==> src/rtl/print_pkg.sv <==
// Shared types and constants for the count= line parser.
// Holds FSM/error enums, ASCII constants and the prefix.
package print_pkg;

  typedef enum logic [1:0] {
    ST_MATCH,
    ST_DIGITS,
    ST_EMIT,
    ST_RESYNC
  } parse_state_t;

  typedef enum logic [1:0] {
    ERR_NONE     = 2'd0,
    ERR_PREFIX   = 2'd1,
    ERR_CHAR     = 2'd2,
    ERR_OVERFLOW = 2'd3
  } parse_err_t;

  localparam logic [7:0] ASCII_NL = 8'h0A;
  localparam logic [7:0] ASCII_0  = 8'h30;

  localparam int COUNT_PREFIX_LEN = 6;

  localparam logic [0:COUNT_PREFIX_LEN-1][7:0]
    COUNT_PREFIX = "count=";

  function automatic logic is_digit(
    input logic [7:0] b
  );
    return (b >= ASCII_0) && (b <= ASCII_0 + 8'd9);
  endfunction

endpackage

==> src/rtl/dec_accum.sv <==
// Decimal accumulator: acc = acc*10 + digit with a
// look-ahead overflow flag for the digit presented now.
module dec_accum #(
  parameter int WIDTH      = 8,
  parameter int MAX_DIGITS = 3
) (
  input  logic             clk,
  input  logic             reset_n,
  input  logic             clr,
  input  logic             load,
  input  logic [3:0]       digit,
  output logic [WIDTH-1:0] val,
  output logic             has_digit,
  output logic             ovf
);

  localparam int AW = WIDTH + 4;
  localparam int CW = $clog2(MAX_DIGITS + 2);

  localparam logic [AW-1:0] MAX_VAL =
    {4'b0000, {WIDTH{1'b1}}};

  logic [AW-1:0] acc;
  logic [AW-1:0] acc_next;
  logic [CW-1:0] cnt;

  // Candidate value if the presented digit is taken.
  always_comb begin
    acc_next = (acc << 3) + (acc << 1)
             + {{WIDTH{1'b0}}, digit};
    ovf = (acc_next > MAX_VAL)
       || (cnt == CW'(MAX_DIGITS));
  end

  // Accumulator and digit counter; overflowing digits
  // are never folded in so acc always stays in range.
  always_ff @(posedge clk or negedge reset_n) begin
    if (!reset_n) begin
      acc <= '0;
      cnt <= '0;
    end else if (clr) begin
      acc <= '0;
      cnt <= '0;
    end else if (load && !ovf) begin
      acc <= acc_next;
      cnt <= cnt + CW'(1);
    end
  end

  assign val       = acc[WIDTH-1:0];
  assign has_digit = (cnt != '0);

endmodule

==> src/rtl/count_line_parser.sv <==
// Parses "count=<decimal>\n" lines into binary values.
// Malformed lines pulse err and resync on newline.
module count_line_parser
  import print_pkg::*;
#(
  parameter int WIDTH      = 8,
  parameter int MAX_DIGITS = 3
) (
  input  logic             clk,
  input  logic             reset_n,
  input  logic             in_valid,
  input  logic [7:0]       in_data,
  output logic             in_ready,
  output logic             out_valid,
  output logic [WIDTH-1:0] out_data,
  input  logic             out_ready,
  output logic             err,
  output logic [1:0]       err_code
);

  parse_state_t     state, state_d;
  logic [2:0]       idx, idx_d;
  logic             err_d;
  parse_err_t       code_d, code_q;
  logic [WIDTH-1:0] data_d;

  logic             accept;
  logic             nl;
  logic             clr;
  logic             load;
  logic [WIDTH-1:0] acc_val;
  logic             has_digit;
  logic             ovf;

  assign in_ready = (state != ST_EMIT);
  assign accept   = in_valid && in_ready;
  assign nl       = (in_data == ASCII_NL);
  assign err_code = code_q;

  dec_accum #(
    .WIDTH      (WIDTH),
    .MAX_DIGITS (MAX_DIGITS)
  ) u_acc (
    .clk       (clk),
    .reset_n   (reset_n),
    .clr       (clr),
    .load      (load),
    .digit     (in_data[3:0]),
    .val       (acc_val),
    .has_digit (has_digit),
    .ovf       (ovf)
  );

  // Next-state, error and output decode.
  always_comb begin
    state_d = state;
    idx_d   = idx;
    err_d   = 1'b0;
    code_d  = ERR_NONE;
    data_d  = out_data;
    clr     = 1'b0;
    load    = 1'b0;
    unique case (state)
      ST_MATCH: begin
        if (accept) begin
          if (in_data == COUNT_PREFIX[idx]) begin
            if (idx == 3'(COUNT_PREFIX_LEN - 1)) begin
              state_d = ST_DIGITS;
              idx_d   = '0;
              clr     = 1'b1;
            end else begin
              idx_d = idx + 3'd1;
            end
          end else begin
            err_d   = 1'b1;
            code_d  = ERR_PREFIX;
            idx_d   = '0;
            state_d = nl ? ST_MATCH : ST_RESYNC;
          end
        end
      end
      ST_DIGITS: begin
        if (accept) begin
          if (is_digit(in_data)) begin
            if (ovf) begin
              err_d   = 1'b1;
              code_d  = ERR_OVERFLOW;
              state_d = ST_RESYNC;
            end else begin
              load = 1'b1;
            end
          end else if (nl) begin
            if (has_digit) begin
              data_d  = acc_val;
              state_d = ST_EMIT;
            end else begin
              err_d   = 1'b1;
              code_d  = ERR_CHAR;
              state_d = ST_MATCH;
            end
          end else begin
            err_d   = 1'b1;
            code_d  = ERR_CHAR;
            state_d = ST_RESYNC;
          end
        end
      end
      ST_EMIT: begin
        if (out_ready) begin
          state_d = ST_MATCH;
          idx_d   = '0;
        end
      end
      ST_RESYNC: begin
        if (accept && nl) begin
          state_d = ST_MATCH;
          idx_d   = '0;
        end
      end
      default: begin
        state_d = ST_MATCH;
        idx_d   = '0;
      end
    endcase
  end

  // State and registered outputs.
  always_ff @(posedge clk or negedge reset_n) begin
    if (!reset_n) begin
      state     <= ST_MATCH;
      idx       <= '0;
      out_valid <= 1'b0;
      out_data  <= '0;
      err       <= 1'b0;
      code_q    <= ERR_NONE;
    end else begin
      state     <= state_d;
      idx       <= idx_d;
      out_valid <= (state_d == ST_EMIT);
      out_data  <= data_d;
      err       <= err_d;
      code_q    <= code_d;
    end
  end

endmodule

==> config.mk <==
export PLATFORM = sky130hd
export DESIGN_NAME = count_line_parser
export DESIGN_NICKNAME = d
export VERILOG_FILES = /design/src/rtl/print_pkg.sv /design/src/rtl/dec_accum.sv /design/src/rtl/count_line_parser.sv
export SDC_FILE = /design/constraint.sdc
export NUM_CORES = 1
export LEC_CHECK = 0
export ABC_AREA = 1
export CAP_MARGIN = 15
export CORE_ASPECT_RATIO = 1.75
export CORE_UTILIZATION = 30
export DETAILED_ROUTE_END_ITERATION = 7
export MAX_ROUTING_LAYER = met4
export PLACE_DENSITY = 0.46
export SLEW_MARGIN = 40
export SYNTH_ARGS = -nofsm -noshare
export SYNTH_HDL_FRONTEND = slang
export SYNTH_SLANG_ARGS = --single-unit
==> constraint.sdc <==
create_clock -name clk -period 6.2 [get_ports clk]
set_input_delay 1.24 -clock clk [delete_from_list [all_inputs] [get_ports clk]]
set_output_delay 1.24 -clock clk [all_outputs]
set_load 0.1 [all_outputs]
Word level (Yosys, flattened, before mapping)

Memories as Yosys holds them, arrays and structs flattened.
Cells that the tools add are included.

Flip-flop bits (word level): 31
Memory bits (read-only): 64
Input bits: 12
Output and inout bits: 13
Logic and storage cells: 91
Memories: 1

Add/sub/neg operators: 4
Magnitude comparators: 4
Equal/unequal tests: 12
Multiplexer cells: 48
Bitwise operators: 2
Reductions and logical operators: 12

Memories:

| name             | words | width | rd ports | clocked after memory_dff | write ports | RTL line                | RTL |
|---|---|---|---|---|---|---|---|
| (name not given) | 8     | 8     | 1        | 0                        | 0           | count_line_parser.sv:66 | `if (in_data == COUNT_PREFIX[idx]) begin` |

Operators by type and width:

| kind                                                                                 | number |
|---|---|
| 2-bit 2-to-1 mux                                                                     | 16 |
| 11-bit 2-to-1 mux                                                                    | 2 |
| 3-bit 2-to-1 mux                                                                     | 7 |
| 1-bit 2-to-1 mux                                                                     | 17 |
| 8-bit 2-to-1 mux                                                                     | 2 |
| 12-bit adder                                                                         | 1 |
| 12-bit by 4-bit adder with 12-bit output                                             | 1 |
| 12-bit by 8-bit greater-than comparator with 1-bit output (second input constant)    | 1 |
| 3-bit one-hot mux with 3 select lines                                                | 1 |
| 8-bit by 4-bit equality test with 1-bit output (second input constant)               | 1 |
| 8-bit equality test                                                                  | 1 |
| 8-bit by 6-bit greater-or-equal comparator with 1-bit output (second input constant) | 1 |
| 8-bit by 6-bit less-or-equal comparator with 1-bit output (second input constant)    | 1 |
| 2-bit != test (second input constant)                                                | 4 |
| 2-bit one-hot mux with 4 select lines                                                | 1 |
| 3-bit by 1-bit adder with 3-bit output (second input constant)                       | 2 |
| 2-bit equality test (second input constant)                                          | 3 |
| 3-bit nonzero test                                                                   | 2 |
| 5-bit AND reduction                                                                  | 1 |
| 4-bit greater-or-equal comparator (second input constant)                            | 1 |
| 1-bit logical AND                                                                    | 4 |
| 3-bit NOT with 4-bit output                                                          | 1 |
| 2-bit one-hot mux with 2 select lines                                                | 1 |
| 4-bit AND reduction                                                                  | 1 |
| other kinds (9)                                                                      | 9 |

Depth between registers and ports, before layout

Gate-level depths: netlist of the first run.

Word-level depth: 11
Depth in mapped cells: 19
Gate-level depth less buffers: 19

By module

Synthesis of the first run repeated with hierarchy kept, for this count alone.

Cells, all modules: 347
Area, all modules: 2,636.3 um^2

By module, submodules not included:

| module            | times used | cells each | area an instance (um^2) | seq. area each (um^2) |
|---|---|---|---|---|
| dec_accum         | 1          | 208        | 1,545.2                 | 350.3 |
| count_line_parser | 1          | 139        | 1,091.0                 | 425.4 |

Least setup slack after synthesis of the first run

OpenSTA, ideal clock, no wires.

Path type: input -> register
Start: input port in_data[3]
End: register u_acc.acc[0]
Library setup time: 127 ps
Arrival: 3,281 ps
Data required time: 6,073 ps
Setup slack: 2,792 ps
Cell stages on the path: 16
Buffers on the path: 1
Path through: inv_1 -> fa_1 -> fa_1 -> inv_1 -> nand2_1 -> nand3_2 -> nand2_1 -> nand2_1 -> nand2_1 -> nand2_1 -> nand2_1 -> nor2_4 -> nand3_4 -> nand2_4 -> buf_6 -> o22ai_1

Longest elaborated chain between the ends: 9
Elaborated cells between the ends (all ways): 18
Classes of those cells: add/sub: 1; order compare: 3; eq/ne: 1; mux: 8; reduce/logical: 5

Ends and longest elaborated chain:

| what                                                      | RTL line                | RTL |
|---|---|---|
| start: declaration                                        | count_line_parser.sv:12 | `input logic [7:0] in_data,` |
| 12-bit by 4-bit adder with 12-bit output                  | dec_accum.sv:30         | `+ {{WIDTH{1'b0}}, digit};` |
| 12-bit by 8-bit greater-than comparator with 1-bit output | dec_accum.sv:31         | `ovf = (acc_next > MAX_VAL)` |
| 1-bit logical OR                                          | dec_accum.sv:32         | `\|\| (cnt == CW'(MAX_DIGITS));` |
| 1-bit 2-to-1 mux                                          | count_line_parser.sv:85 | `if (ovf) begin` |
| 1-bit 2-to-1 mux                                          | count_line_parser.sv:84 | `if (is_digit(in_data)) begin` |
| 1-bit 2-to-1 mux                                          | count_line_parser.sv:83 | `if (accept) begin` |
| 1-bit 2-to-1 mux                                          | count_line_parser.sv:63 | `unique case (state)` |
| 1-bit logical AND                                         | dec_accum.sv:44         | `end else if (load && !ovf) begin` |
| 2-bit nonzero test (no line)                              | -                       |  |
| end signal: assignment                                    | dec_accum.sv:45         | `acc <= acc_next;` |
| end: declaration                                          | dec_accum.sv:23         | `logic [AW-1:0] acc;` |

Several ways; a longest one is shown, not always the timed one.
A chain may end at the register's enable or synchronous reset.

Worst setup path in the final report of the first run

Same ends and word-level chain as after synthesis.

==> reports/metrics.csv, run 1 <==
stage,metric,value,unit
status,status,completed,
sta,Final Hold Vio Count,0,
layout,n_diodes,0,
critical_path,Crit. End Element,register,
clock_network,"Setup Fix Bufs, Post-CTS",0,
global_route,largest net degree at the start of global routing,32,
power_and_ir_drop,Peak VDD IR,205,uV
synth,"flops & latches, synth",31,
layout,register area,776,sq um
critical_path,CP required,6350,ps
layout,"most common cell after layout, fill and taps aside",nand2_1,
clock_network,"Reg clk slew, reported paths",50,ps
drt,residual DRC count,0,
sta,Final Skew,4.34,ps
sta,highest clock rate,253,MHz
drt,vias per std cell,4.74,
sta,Final min period,3950,ps
clock_network,root buf cell,clkbuf_16,
floorplan,die area,7600,sq um
drt,DRT Wirelength,5640,microns
drt,DRT Pass-1 Iters,4,
global_route,initial antenna violation count,0,
power_and_ir_drop,PwrDens,308,nW/um^2
global_route,global-route wire length before repair,9460,microns
drt,Vias,1901,
floorplan,Initial Util,0.312,
sta,Final Slew Violations,0,
critical_path,"Slowest-stage cell, CP",fa_1,
clock_network,hold_buf cts,0,
critical_path,critical path peak fanout,14,
synth,synth unique cells,30,
critical_path,critical path type,in -> reg,
synth,Synth Instances,286,
clock_network,total CTS buffers,5,
critical_path,Startpoint Class,input port,
min_path,Hold Crit Class,reg -> reg,
synth,"Cell Area, Synth",2170,sq um
layout,multi-input gate area in the final layout,1180,sq um
layout,filler instances,736,
critical_path,CP dominant cell by count,nand2_1,
flow_run,Max-Cap Viols,0,
clock_network,Worst-Skew Late Latency,270,ps
sta,Setup-failing EPs final,0,
layout,Area growth syn-to-layout,20.5,%
power_and_ir_drop,overall power,0.000805,W
clock_network,CTS Sinks,31,
synth,"Seq/Total Area, Yosys",0.357,
drt,final antenna-violating net count,0,
global_route,total gr overflow,0,
layout,most frequent cells in the layout,"nand2_1 (73), inv_1 (53), dfrtp_1 (31), nor2_1 (25), ha_1 (21)",
sta,Tcrit/Tclk final,0.637,
synth,Syn. warnings,0,
drt,Avg WL per Cell,14.1,microns
sta,max_slew headroom,0.591,
sta,RSZ-0062 raised after global routing,false,
synth,Mean Syn Cell Area,7.59,sq um
global_route,total track usage,0.174,
drt,drt initial violations,58,
clock_network,post-CTS sizing,0,
clock_network,CTS tree,done,
floorplan,Core Footprint,6960,sq um
critical_path,CP peak stage delay,530,ps
floorplan,Chip Width,66.3,microns
power_and_ir_drop,leakage,1.44,nW
floorplan,I/O pin cnt,25,
layout,Final #Nets,351,
sta,Post-Route Setup TNS,0,ps
critical_path,CP Cell Sequence,clkdlybuf4s50_1 > inv_1 > fa_1 > fa_1 > inv_1 > nand2_1 > nand3_2 > nand2_1 > nand2_1 > nand2_1 > nand2_1 > nand2_1 > nor2_4 > nand3_4 > nand2_4 > o22ai_1,
layout,layout cells sized above 1,0.107,
clock_network,CTS Buffer Depth,2,
floorplan,Die Span Y,115,microns
floorplan,cell row count,40,
sta,worst slew pin tran,612,ps
placed_design,dpl hpwl,4720,microns
synth,syn nets,321,
placed_design,gp weighted congestion,0.856,
global_route,vias in the first global route,1980,
critical_path,crit path DAT,4100,ps
placed_design,# port buffers,24,
clock_network,CTS HTree Levels,2,
[layout make-up]
type / count / share of cell area
Clock inverter: 2 / 0.0134
Clock buffer: 6 / 0.0531
Sequential cell: 31 / 0.296
Tap cell: 84 / 0.0402
Inverter: 53 / 0.0760
Multi-Input combinational cell: 200 / 0.451
Timing Repair Buffer: 25 / 0.0698
[critical path: cells and delay by family]
family / cells / cell delay (ps)
AND/OR/NAND/NOR: 10 / 1020
AO/OA/AOI/OAI: 1 / 90
adder cells (fa/ha/maj): 2 / 1010
buffers and inverters: 3 / 720
[worst paths after layout]
| path | endpoint | cells after the start | slack [ps] | start |
|---|---|---|---|---|
| max | u_acc.acc[0] | 16 | 2250 | in_data[3] |
| min | out_data[5] | 2 | 490 | out_data[5] |
| max reg2reg | u_acc.acc[0] | 15 | 3360 | u_acc.acc[2] |
| min reg2reg | out_data[5] | 2 | 490 | out_data[5] |
| max in group asynchronous | idx[1] | 2 | 4540 | reset_n |
| min in group asynchronous | out_valid | 2 | 1360 | reset_n |
[registers in the layout, indices dropped and copies added (netlist names)]
| name | flops |
|---|---|
| u_acc.acc | 11 |
| out_data | 8 |
| idx | 3 |
| u_acc.cnt | 3 |
| err_code | 2 |
| state | 2 |
| err | 1 |
| out_valid | 1 |
[metrics by stage]
step                      cells  hold WS, ps   util  setup slack [ps]  cell area [sq um]
after floorplan             286          476      -              2790               2170
final                       401          486  0.376              2250               2620
after detailed placement    393          477  0.351              1970               2440
after CTS                   401          490  0.376              2250               2620
after global routing        401          514  0.376              2030               2620
after global placement      393          477  0.361              1980               2510
[power breakdown]
part / internal [W] / switching, W / total, W / leakage, nW
Sequential: 0.000223 / 0.0000142 / 0.000237 / 0.350
Combinational: 0.0000675 / 0.000217 / 0.000285 / 1.00
Clock: 0.000199 / 0.0000839 / 0.000283 / 0.0868
Total: 0.000490 / 0.000315 / 0.000805 / 1.44
[synthesized netlist by cell type]
master,n,share of area
a21oi_1,7,0.016
a21oi_2,1,0.0040
a31oi_1,1,0.0029
a32o_1,2,0.0092
buf_2,1,0.0023
buf_6,1,0.0052
dfrtp_1,31,0.36
fa_1,2,0.018
ha_1,21,0.12
inv_1,53,0.092
nand2_1,73,0.13
nand2_4,1,0.0052
nand3_1,17,0.039
nand3_2,1,0.0046
nand3_4,1,0.0081
nand3b_1,2,0.0069
nand4_1,5,0.014
nor2_1,25,0.043
nor2_2,4,0.012
nor2_4,1,0.0052
nor3_1,3,0.0069
nor4_1,1,0.0029
nor4_2,1,0.0058
o21ai_0,8,0.018
o21ai_1,6,0.014
o21ai_2,2,0.0081
o21bai_1,1,0.0035
o22ai_1,7,0.020
xnor2_1,3,0.012
xor2_1,4,0.016
[cell families (layout without fill, tap and decap cells)]
kind of cell / Yosys count / after routing / share of synthesized area
flip-flops: 31 / 31 / 0.357
buffers and inverters: 55 / 86 / 0.0991
AND/OR/NAND/NOR: 135 / 135 / 0.280
AO/OA/AOI/OAI: 35 / 35 / 0.0962
adder cells (fa/ha/maj): 23 / 23 / 0.139
XOR/XNOR: 7 / 7 / 0.0282
[per-layer routing]
metal | vias up | wire (microns) | track usage
met5 | - | 0 | -
met4 | 0 | 129 | 0.0496
met3 | 11 | 102 | 0.0269
met2 | 29 | 3390 | 0.343
met1 | 884 | 2020 | 0.166
li1 | 977 | - | -
Note: power is estimated with default switching activity, not from simulation.
==> run 2, diff against run 1 <==
--- a/config.mk
+++ b/config.mk
@@ -11,7 +11,7 @@
 export CORE_UTILIZATION = 30
 export DETAILED_ROUTE_END_ITERATION = 7
 export MAX_ROUTING_LAYER = met4
-export PLACE_DENSITY = 0.46
+export PLACE_DENSITY = 0.48
 export SLEW_MARGIN = 40
 export SYNTH_ARGS = -nofsm -noshare
 export SYNTH_HDL_FRONTEND = slang
==> constraint.sdc (replaced) <==
create_clock -name clk -period 3.6 [get_ports clk]
set_input_delay 0.72 -clock clk [delete_from_list [all_inputs] [get_ports clk]]
set_output_delay 0.72 -clock clk [all_outputs]
set_load 0.1 [all_outputs]
==> run 2 against run 1 <==
Sequential cell count is the same; largest cell class unchanged; highest routed layer unchanged; sequential share of layout area grew 0.13 points; non-clock buffer count grew 3; clock skew is essentially flat; count of clock-buffer cells in the layout grew 1; die area is the same; critical path depth is the same; final cell count grew 0.75%; worst setup slack lost 1900 ps; sequential power grew 72%; combinational power grew 75%; via count shrank 0.26%.
==> reports/metrics.csv, run 2 (synthesized netlist as in run 1, its figures left out) <==
stage,metric,value,unit
sta,Final Skew,4.33,ps
power_and_ir_drop,overall power,0.00130,W
sta,worst slew pin tran,614,ps
flow_run,Max-Cap Viols,0,
global_route,met2 Use GR,0.331,
critical_path,critical path type,in -> reg,
sta,Tcrit/Tclk final,0.914,
critical_path,R2R cell count,15,
clock_network,CTS Buffer Depth,2,
layout,Final #Nets,354,
sta,max_slew headroom,0.590,
global_route,grt met3 use,0.0279,
layout,layout cells sized above 1,0.109,
drt,Avg WL per Cell,13.9,microns
clock_network,hold_buf cts,0,
sta,Final min period,3290,ps
global_route,initial antenna violation count,0,
sta,Setup-failing EPs final,0,
min_path,Worst Hold Endpoint,out_data[2],
critical_path,FF-to-FF End,u_acc.acc[2],
power_and_ir_drop,PwrDens,498,nW/um^2
drt,drt initial violations,47,
layout,Largest regs,"u_acc.acc: 11 flops, out_data: 8 flops",
floorplan,Core Footprint,6960,sq um
clock_network,post-CTS sizing,0,
layout,max reg flops,11,
critical_path,CP required,3750,ps
critical_path,Startpoint Class,input port,
floorplan,Chip Width,66.3,microns
sta,highest clock rate,304,MHz
clock_network,CTS Sinks,31,
min_path,hold path depth,2,
global_route,vias in the first global route,1906,
critical_path,critical path peak fanout,14,
clock_network,CTS tree,done,
min_path,Hold Crit Class,reg -> reg,
power_and_ir_drop,Peak VDD IR,327,uV
global_route,met1 GRT Util,0.163,
layout,most frequent cells in the layout,"nand2_1 (73), inv_1 (53), dfrtp_1 (31), nor2_1 (25), ha_1 (21)",
drt,final antenna-violating net count,0,
global_route,global-route wire length before repair,9190,microns
placed_design,dpl hpwl,4650,microns
min_path,Hold Path Origin,out_data[2],
global_route,total track usage,0.171,
layout,Largest Register,u_acc.acc,
clock_network,root buf cell,clkbuf_16,
sta,RSZ-0062 raised after global routing,false,
clock_network,"Reg clk slew, reported paths",50,ps
drt,vias per std cell,4.69,
global_route,largest net degree at the start of global routing,32,
global_route,total gr overflow,0,
global_route,GRT Max-Usage Layer,met2,
drt,DRT Wirelength,5620,microns
sta,Final Hold Vio Count,0,
drt,residual DRC count,0,
critical_path,R2R setup slack,810,ps
sta,Final Slew Violations,0,
critical_path,Critical R2R Launch,u_acc.acc[2],
clock_network,CTS HTree Levels,2,
critical_path,crit path DAT,3440,ps
clock_network,total CTS buffers,5,
floorplan,Die Span Y,115,microns
layout,n_diodes,0,
placed_design,gp weighted congestion,0.895,
floorplan,cell row count,40,
placed_design,# port buffers,24,
critical_path,Crit. End Element,register,
clock_network,Worst-Skew Late Latency,270,ps
power_and_ir_drop,leakage,1.44,nW
layout,Area growth syn-to-layout,20.0,%
floorplan,Initial Util,0.312,
drt,Vias,1896,
drt,DRT Pass-1 Iters,6,
layout,"most common cell after layout, fill and taps aside",nand2_1,
status,status,completed,
clock_network,"Setup Fix Bufs, Post-CTS",0,
layout,"Core Util, Final",0.375,
floorplan,I/O pin cnt,25,
floorplan,die area,7600,sq um
-- run 2: per-stage QoR --
stage	setup WS [ps]	hold WS (ps)	cells	cell area (sq um)	setup TNS (ps)
detailed placement	-3.55	473	396	2470	-3.55
global route	29.2	508	404	2610	0
global placement	72.0	473	396	2530	0
CTS	293	485	404	2610	0
finish	309	485	404	2610	0
floorplan	712	424	286	2170	0
-- run 2: report_power, final --
part | switching [W] | internal (W)
logic | 0.000378 | 0.000122
registers | 0.0000234 | 0.000384
clock network | 0.000137 | 0.000254
total | 0.000538 | 0.000760
-- run 2: final cells by class --
class | count | area, sq um
inverters | 53 | 199
repair buffers | 28 | 208
fillers | 756 | 4350
clock inverters | 1 | 5.00
clock buffers | 7 | 133
well taps | 84 | 105
flip-flops and latches | 31 | 776
multi-input cells | 200 | 1180
-- run 2: critical path, cell delays in order --
cell and delay, ps:
clkdlybuf4s50_1 470, inv_1 90, fa_1 530, fa_1 480, inv_1 90, nand2_1 60
nand3_2 80, nand2_1 70, nand2_1 60, nand2_1 40, nand2_1 50, nand2_1 80
nor2_4 180, nand3_4 150, nand2_4 200, o21ai_0 90
-- run 2: worst max-delay path by stage --
stage | from | to
floorplan | in_data[3] | u_acc.acc[0]
global placement | in_data[3] | u_acc.acc[2]
detailed placement | in_data[3] | u_acc.cnt[0]
CTS | in_data[3] | u_acc.acc[2]
global route | in_data[3] | u_acc.cnt[0]
finish | in_data[3] | u_acc.acc[2]
-- run 2: per-layer routing --
metal	wire length [microns]	share of wire	vias up
met5	0	0	-
met4	156	0.028	0
met3	124	0.022	14
met2	3370	0.60	44
met1	1970	0.35	855
li1	-	-	983
